File: src/rtl/scale_sequencer.sv
// Eight-note C-major scale sequencer feeding f_dHz of the tone generators.
// Plays each note for a programmable length, separated by a fixed silent gap.
module scale_sequencer #(
    parameter int unsigned DIV    = 100_000,
    parameter int unsigned GAP_MS = 20
) (
    input  logic        clk,
    input  logic        rst,
    input  logic        start,
    input  logic        stop,
    input  logic        loop,
    input  logic        dir,
    input  logic [15:0] note_ms,
    output logic [31:0] f_dHz,
    output logic        gate,
    output logic [2:0]  note_idx,
    output logic        busy,
    output logic        done
);

    // state  | meaning
    // S_IDLE | waiting for start; gate and busy low
    // S_PLAY | note sounding for dur ms ticks
    // S_GAP  | silence for GAP_MS ms ticks, f_dHz held
    typedef enum logic [1:0] {S_IDLE, S_PLAY, S_GAP} state_t;

    localparam int          PW       = (DIV > 1) ? $clog2(DIV) : 1;
    localparam logic [PW-1:0] PRE_LAST = PW'(DIV - 1);
    localparam bit          HAS_GAP  = (GAP_MS != 0);
    localparam logic [15:0] GAP_LAST = HAS_GAP ? 16'(GAP_MS - 1) : 16'd0;

    state_t      state, state_nxt;
    logic [PW-1:0] presc, presc_nxt;
    logic [15:0] ms_cnt, ms_nxt;
    logic [15:0] dur, dur_nxt;
    logic        dir_q, dir_nxt;
    logic [2:0]  idx_nxt;
    logic [31:0] f_nxt;
    logic        gate_nxt, busy_nxt, done_nxt;
    logic        tick, advance, last_note;

    function automatic logic [31:0] note_freq(input logic [2:0] i);
        case (i)
            3'd0:    note_freq = 32'd2616;
            3'd1:    note_freq = 32'd2937;
            3'd2:    note_freq = 32'd3296;
            3'd3:    note_freq = 32'd3492;
            3'd4:    note_freq = 32'd3920;
            3'd5:    note_freq = 32'd4400;
            3'd6:    note_freq = 32'd4939;
            default: note_freq = 32'd5233;
        endcase
    endfunction

    assign tick      = (presc == PRE_LAST);
    assign last_note = dir_q ? (note_idx == 3'd0) : (note_idx == 3'd7);

    always_comb begin
        state_nxt = state;
        presc_nxt = tick ? '0 : presc + PW'(1);
        ms_nxt    = tick ? ms_cnt + 16'd1 : ms_cnt;
        dur_nxt   = dur;
        dir_nxt   = dir_q;
        idx_nxt   = note_idx;
        f_nxt     = f_dHz;
        done_nxt  = 1'b0;
        advance   = 1'b0;

        case (state)
            S_IDLE: begin
                presc_nxt = '0;
                ms_nxt    = '0;
                if (start) begin
                    state_nxt = S_PLAY;
                    dir_nxt   = dir;
                    dur_nxt   = (note_ms == 16'd0) ? 16'd1 : note_ms;
                    idx_nxt   = dir ? 3'd7 : 3'd0;
                    f_nxt     = note_freq(dir ? 3'd7 : 3'd0);
                end
            end
            S_PLAY: begin
                if (tick && ms_cnt == dur - 16'd1) begin
                    if (HAS_GAP) begin
                        state_nxt = S_GAP;
                        presc_nxt = '0;
                        ms_nxt    = '0;
                    end else begin
                        advance = 1'b1;
                    end
                end
            end
            S_GAP: begin
                if (tick && ms_cnt == GAP_LAST) advance = 1'b1;
            end
            default: state_nxt = S_IDLE;
        endcase

        if (advance) begin
            presc_nxt = '0;
            ms_nxt    = '0;
            if (!last_note) begin
                idx_nxt   = dir_q ? note_idx - 3'd1 : note_idx + 3'd1;
                f_nxt     = note_freq(idx_nxt);
                state_nxt = S_PLAY;
            end else if (loop) begin
                idx_nxt   = dir_q ? 3'd7 : 3'd0;
                f_nxt     = note_freq(idx_nxt);
                state_nxt = S_PLAY;
            end else begin
                state_nxt = S_IDLE;
                done_nxt  = 1'b1;
            end
        end

        // Abort overrides everything above; frequency and index stay put.
        if (stop) begin
            state_nxt = S_IDLE;
            presc_nxt = '0;
            ms_nxt    = '0;
            dur_nxt   = dur;
            dir_nxt   = dir_q;
            idx_nxt   = note_idx;
            f_nxt     = f_dHz;
            done_nxt  = 1'b0;
        end

        gate_nxt = (state_nxt == S_PLAY);
        busy_nxt = (state_nxt != S_IDLE);
    end

    always_ff @(posedge clk) begin
        if (rst) begin
            state    <= S_IDLE;
            presc    <= '0;
            ms_cnt   <= '0;
            dur      <= 16'd1;
            dir_q    <= 1'b0;
            note_idx <= 3'd0;
            f_dHz    <= 32'd2616;
            gate     <= 1'b0;
            busy     <= 1'b0;
            done     <= 1'b0;
        end else begin
            state    <= state_nxt;
            presc    <= presc_nxt;
            ms_cnt   <= ms_nxt;
            dur      <= dur_nxt;
            dir_q    <= dir_nxt;
            note_idx <= idx_nxt;
            f_dHz    <= f_nxt;
            gate     <= gate_nxt;
            busy     <= busy_nxt;
            done     <= done_nxt;
        end
    end

endmodule

File: config.mk
export PLATFORM = sky130hd
export DESIGN_NAME = scale_sequencer
export DESIGN_NICKNAME = d
export VERILOG_FILES = /design/src/rtl/scale_sequencer.sv
export SDC_FILE = /design/constraint.sdc
export NUM_CORES = 1
export LEC_CHECK = 0
export CORE_MARGIN = 2
export CORE_UTILIZATION = 63
export DETAILED_ROUTE_END_ITERATION = 16
export DONT_BUFFER_PORTS = 1
export PLACE_DENSITY_LB_ADDON = 0.12
export SYNTH_ARGS = -nofsm -noshare
export SYNTH_HDL_FRONTEND = slang
export SYNTH_SLANG_ARGS = --single-unit
File: constraint.sdc
create_clock -name clk -period 3 [get_ports clk]
set_input_delay 0.6 -clock clk [delete_from_list [all_inputs] [get_ports clk]]
set_output_delay 0.6 -clock clk [all_outputs]
set_load 0.01 [all_outputs]
-- Yosys cells after proc, flatten, opt, wreduce, memory -nomap -nowiden
Cells that the tools add are included.
- bitwise operators: 3
- muxes and demuxes: 34
- $add $sub $neg: 5
- reduce and logical (&&, ||, !) cells: 12
- equality and inequality tests: 25
- operator list (operator ; number):
    case mux 13 bit (7 select lines) ; 3
    2-to-1 mux 32 bit ; 5
    2-to-1 mux 16 bit ; 3
    2-to-1 mux 17 bit ; 2
    case mux 17 bit (2 select lines) ; 1
    case mux 16 bit (2 select lines) ; 1
    equality test 3 bit, second input constant ; 10
    2-to-1 mux 3 bit ; 8
    equality test 3 x 2 -> 1 bit, second input constant ; 6
    adder 17 x 1 -> 17 bit, second input constant ; 1
    equality test 17 bit, second input constant ; 1
    adder 16 x 1 -> 16 bit, second input constant ; 1
    equality test 16 bit ; 1
    equality test 16 x 5 -> 1 bit, second input constant ; 1
    zero test 16 bit ; 1
    subtractor 16 x 1 -> 16 bit, second input constant ; 1
    zero test 3 bit ; 4
    equality test 3 x 1 -> 1 bit, second input constant ; 3
    2-to-1 mux 2 bit ; 4
    2-to-1 mux 1 bit ; 6
    case mux 2 bit (3 select lines) ; 1
    equality test 2 x 1 -> 1 bit, second input constant ; 2
    OR reduction 4 bit ; 1
    adder 3 x 1 -> 3 bit, second input constant ; 1
    8 further kinds ; 11
- bits in registers: 90
- bits of input ports: 22

-- Longest topological paths before layout
Gate-level depths: netlist of run 1.
- depth in word-level cells: 8
- depth in mapped cells: 10

-- Worst setup path after synthesis of run 1
Ideal clock, no wire load.
- path kind: register to register
- start: reg presc[0]
- end: reg ms_cnt[10]
- setup slack: 217 ps
- period minus slack after synthesis: 2783 ps
- data arrival time: 2648 ps
- library setup time: 136 ps
- path buffers: 2
- data required time: 2864 ps
- stages on the path, launching flop included: 10
- cell sequence: dfxtp_1 ha_1 and4_1 clkbuf_1 nand4_1 or3_1 or4_4 a2111oi_4 buf_6 nor3_1
- word-level cells in the longest chain between the ends: 5
- elaborated cells between the ends (all ways): 9
- those cells by class: eq/ne (1); mux (5); reduce/logical (3)
- ends and longest elaborated chain (item ; line ; RTL):
    from (decl) ; 33 ; logic [PW-1:0] presc, presc_nxt;
    from (signal assigned) ; 145 ; presc <= presc_nxt;
    equality test 17 bit (*) ; 55 ; assign tick = (presc == PRE_LAST);
    logical AND 1 bit ; 93 ; if (tick && ms_cnt == GAP_LAST) advance = 1'b1;
    2-to-1 mux 1 bit ; 93 ;
    2-to-1 mux 1 bit ; n/a ;
    OR reduction 3 bit (no source line) ; n/a ;
    to (signal assigned) ; 146 ; ms_cnt <= ms_nxt;
    to (decl) ; 34 ; logic [15:0] ms_cnt, ms_nxt;
Every way passes the cells marked *; elsewhere a longest branch is shown, timed or not.
A chain may end at the register's enable or synchronous reset.

-- Worst setup path in the final report of run 1
- start: reg dur[0]
- end: reg ms_cnt[1]
- word-level cells in the longest chain between the ends: 5
- ends and longest elaborated chain (item ; line ; RTL):
    from (decl) ; 35 ; logic [15:0] dur, dur_nxt;
    from (signal assigned) ; 147 ; dur <= dur_nxt;
    subtractor 16 x 1 -> 16 bit ; 82 ; if (tick && ms_cnt == dur - 16'd1) begin
    equality test 16 bit ; 82 ;
    logical AND 1 bit ; 82 ;
    2-to-1 mux 16 bit ; 82 ;
    case mux 16 bit (2 select lines) ; 69 ; case (state)
No other way between the ends.

==> results of run 1 <==
-- where the power goes --
part	total, mW	internal [mW]	switching, mW
Clock	0.940	0.493	0.446
Sequential	1.25	1.21	0.0358
Combinational	0.229	0.0977	0.131
-- registers in the layout, summed over array words and instances, names as in the netlist --
register / count
f_dHz: 32
presc: 17
dur: 16
ms_cnt: 16
note_idx: 3
state: 2
busy: 1
dir_q: 1
done: 1
gate: 1
-- worst max-delay path by stage --
stage / slack (ps) / endpoint
final: 190 / ms_cnt[1]$_SDFF_PP0_
after global routing: 30 / gate$_SDFF_PP0_
after CTS: 120 / ms_cnt[9]$_SDFF_PP0_
after detailed placement: 120 / ms_cnt[4]$_SDFF_PP0_
after global placement: 260 / ms_cnt[8]$_SDFF_PP0_
after floorplan: 220 / ms_cnt[10]$_SDFF_PP0_
-- stage by stage --
step                      cell area [µm²]  hold slack (ps)  std cells  power [mW]
after global placement               4650              442        612        1.50
after global routing                 4900              280        629        2.50
after detailed placement             4650              454        612        1.50
after CTS                            4880              287        628        2.42
final                                4900              302        629        2.42
after floorplan                      4570              430        532        1.46
-- per-layer routing --
metal / global-route usage (%) / part of all wire (%) / up-vias / routed length, µm
li1: - / - / 1876 / -
met1: 33.0 / 44 / 1728 / 4490
met2: 42.1 / 47 / 113 / 4770
met3: 7.57 / 6.8 / 16 / 690
met4: 10.4 / 1.5 / 0 / 154
met5: 0 / 0 / - / 0
-- layout make-up --
class,instances,area (µm²),area share (%)
Antenna cell,1,2.50,0.0511
Clock buffer,10,138,2.81
Clock inverter,6,90.1,1.84
Inverter,14,52.6,1.07
Multi-Input combinational cell,401,2620,53.4
Sequential cell,90,1800,36.8
Tap cell,99,124,2.53
Timing Repair Buffer,8,72.6,1.48
-- synth_stat cells, drive strengths merged (3+ instances only) --
master / number
nor3: 27
o21ai: 16
xor2: 26
o211ai: 3
a211oi: 4
or3: 7
nor4: 15
nor4b: 4
and2: 25
nand4b: 3
inv: 14
a2111oi: 3
or4: 3
nand2b: 9
o2bb2ai: 4
a21oi: 33
and3: 14
a22o: 6
a211o: 4
buf: 3
dfxtp: 90
o31ai: 6
nor2: 42
nand3: 15
and4: 6
nand2: 57
ha: 8
xnor2: 21
clkbuf: 24
nand4: 13
-- repair_timing --
action / 4_1_cts / 5_1_grt
resized for setup: 0 / 3
setup endpoints to repair: 0 / 19
endpoints found under the hold margin: 0 / 0
-- cell families (layout without fill, tap and decap cells) --
family / Yosys count / count (layout) / synth area share (%)
multiplexers: 1 / 1 / 0.219
buffers and inverters: 41 / 38 / 3.61
other: 0 / 1 / 0
AND/OR/NAND/NOR: 248 / 248 / 30.0
XOR/XNOR: 49 / 49 / 9.99
adder cells (fa/ha/maj): 9 / 9 / 2.63
flip-flops: 90 / 90 / 39.4
AO/OA/AOI/OAI: 94 / 94 / 14.1
-- placed cells by master, fill, tap and decap left out, types with 3 or more instances in the layout --
cell type  Yosys  final
o31ai_1        6      6
nor4_1        14     14
nor3_1        24     24
nand2b_1       9      9
inv_1         14     14
or3_1          7      7
a211o_1        3      3
and3_1        14     14
a211oi_1       4      4
nand4_1       13     13
dfxtp_1       90     90
o21ai_0       16     16
nor3_2         3      3
xor2_1        26     26
nand4b_1       3      3
o211ai_1       3      3
nand3_1       15     15
nand2_1       57     57
buf_4          1      7
ha_1           8      8
a21oi_1       33     33
xnor2_1       21     21
clkbuf_8       0     10
a22o_1         6      6
and4_1         6      6
and2_1        24     24
nor2_1        42     42
o2bb2ai_1      4      4
-- worst max-delay path, cell delays in order (launching register included) --
cell and delay, ps:
dfxtp_1 400, inv_1 90, ha_1 210, or4b_2 680
a2111oi_2 320, a21oi_1 70, o32a_1 240, a2111oi_4 410
buf_12 200, nor3_1 60
==> metrics, run 1 <==
status=complete, no violations; setup tns final=0 ps; Iter 0 DRT Violations=between 150 and 200; unrepaired setup endpoints after global routing=false; CP max FO=16; Avg WL per Cell=about 16 µm; Hold Path Sink=dur[1]$_SDFFE_PP0P_; Final Util=roughly two thirds; initial antenna violation count=1; H-tree depth=3; Worst EP required=around 3200 ps; Worst Setup End Kind=flop; Die Wd=around 89 µm; fin crit period=2810 ps; Hold Path Depth=1; Peak Freq=about 360 MHz; crit path launch=dur[0]$_SDFFE_PP1P_; clock sink count=90; worst path arrival time=between 3000 and 4000 ps; share of cells above drive strength 1=7.94%; syn avg cell area=roughly 8.6 µm²; final RePlAce weighted congestion=about 0.84; core footprint=roughly 7000 µm²; synthesized flop and latch total=90; Async SR Flop Fraction=0%; post-cts hold buffer count=0; dpl ws=about 120 ps; fin nets=roughly 560; Max-slew headroom=between 50 and 60%; clk buf depth=2; period utilization=between 90 and 100%; top cell type by total area after synthesis=dfxtp_1; fin. max-slew vios=0; P&R area growth vs syn=7.14%; # DRC=0; Cell Rows=31; vias per cell=just under 6; Mapped Cells=between 500 and 600; WL final=~10000 µm; Slew @ Worst Pin=676 ps; max-cap violation count=0; area of the mapped netlist=~4600 µm²; routed vias=between 3k and 4k; Leak Pwr=between 1.5 and 2 nW; pin count of the biggest net entering global routing=32; PD cells=between 400 and 500 nW/µm²; vias in the first global route=between 3k and 4k; Clk Latency, worst-skew pair=between 300 and 400 ps; reg2reg setup slack=190 ps; Worst Skew=11.7 ps; Starting Density=between 60% and 70%; FF-to-FF path depth=9; io pins=60; PortBufs=0; reg2reg end=ms_cnt[1]$_SDFF_PP0_; Num CTS Buffers=9; Synth area leaders=dfxtp_1 39%, xor2_1 5.0%, nand2_1 4.7%, xnor2_1 4.0%, a21oi_1 3.6%; Worst Hold Class=primary input to flop; critical setup path kind=flop to flop; setup ws final=around 190 ps; die height=roughly 90 µm; gr ovfl total=0; first-pass GRT wire length=approximately 16000 µm; DR pass1 iterations=4; Syn Nets=563; Setup-failing EPs final=0; GRT Total Usage=between 20% and 30%; clock slew at reported path FFs=about 90 ps; Hold Fails Final Rpt=0; sequential fraction of the synthesis area=39.4%; Synthesis Warnings=0; HP Start=rst; TritonCTS clock tree=done; Worst R2R Start=dur[0]$_SDFFE_PP1P_; clk root buf=clkbuf_8; Yosys top cell area share=between 30% and 40%; Worst IR Drop VDD=between 0.0004 and 0.0005 V; filler instances=about 630; Antenna Nets Post-Route=0; full die area=just under 8000 µm²; Synth Flop Type=dfxtp_1; CP startpoint kind=flop; Setup Buffers After CTS=0; hpwl dp=approximately 7400 µm; Unique masters post-synth=62; Post-synth EDFFs=0
Power figures use the tool's default switching activity.
==> run 2: changes to the inputs <==
Settings changed: SKIP_LAST_GASP set to 1, SLEW_MARGIN set to 15.
==> results of run 2 <==
Final layout, timing and power as in run 1 (identical DEF).
==> run 3: changes to the inputs <==
Settings changed: CAP_MARGIN set to 20.
==> results of run 3 <==
Final layout, timing and power as in run 1 (identical DEF).
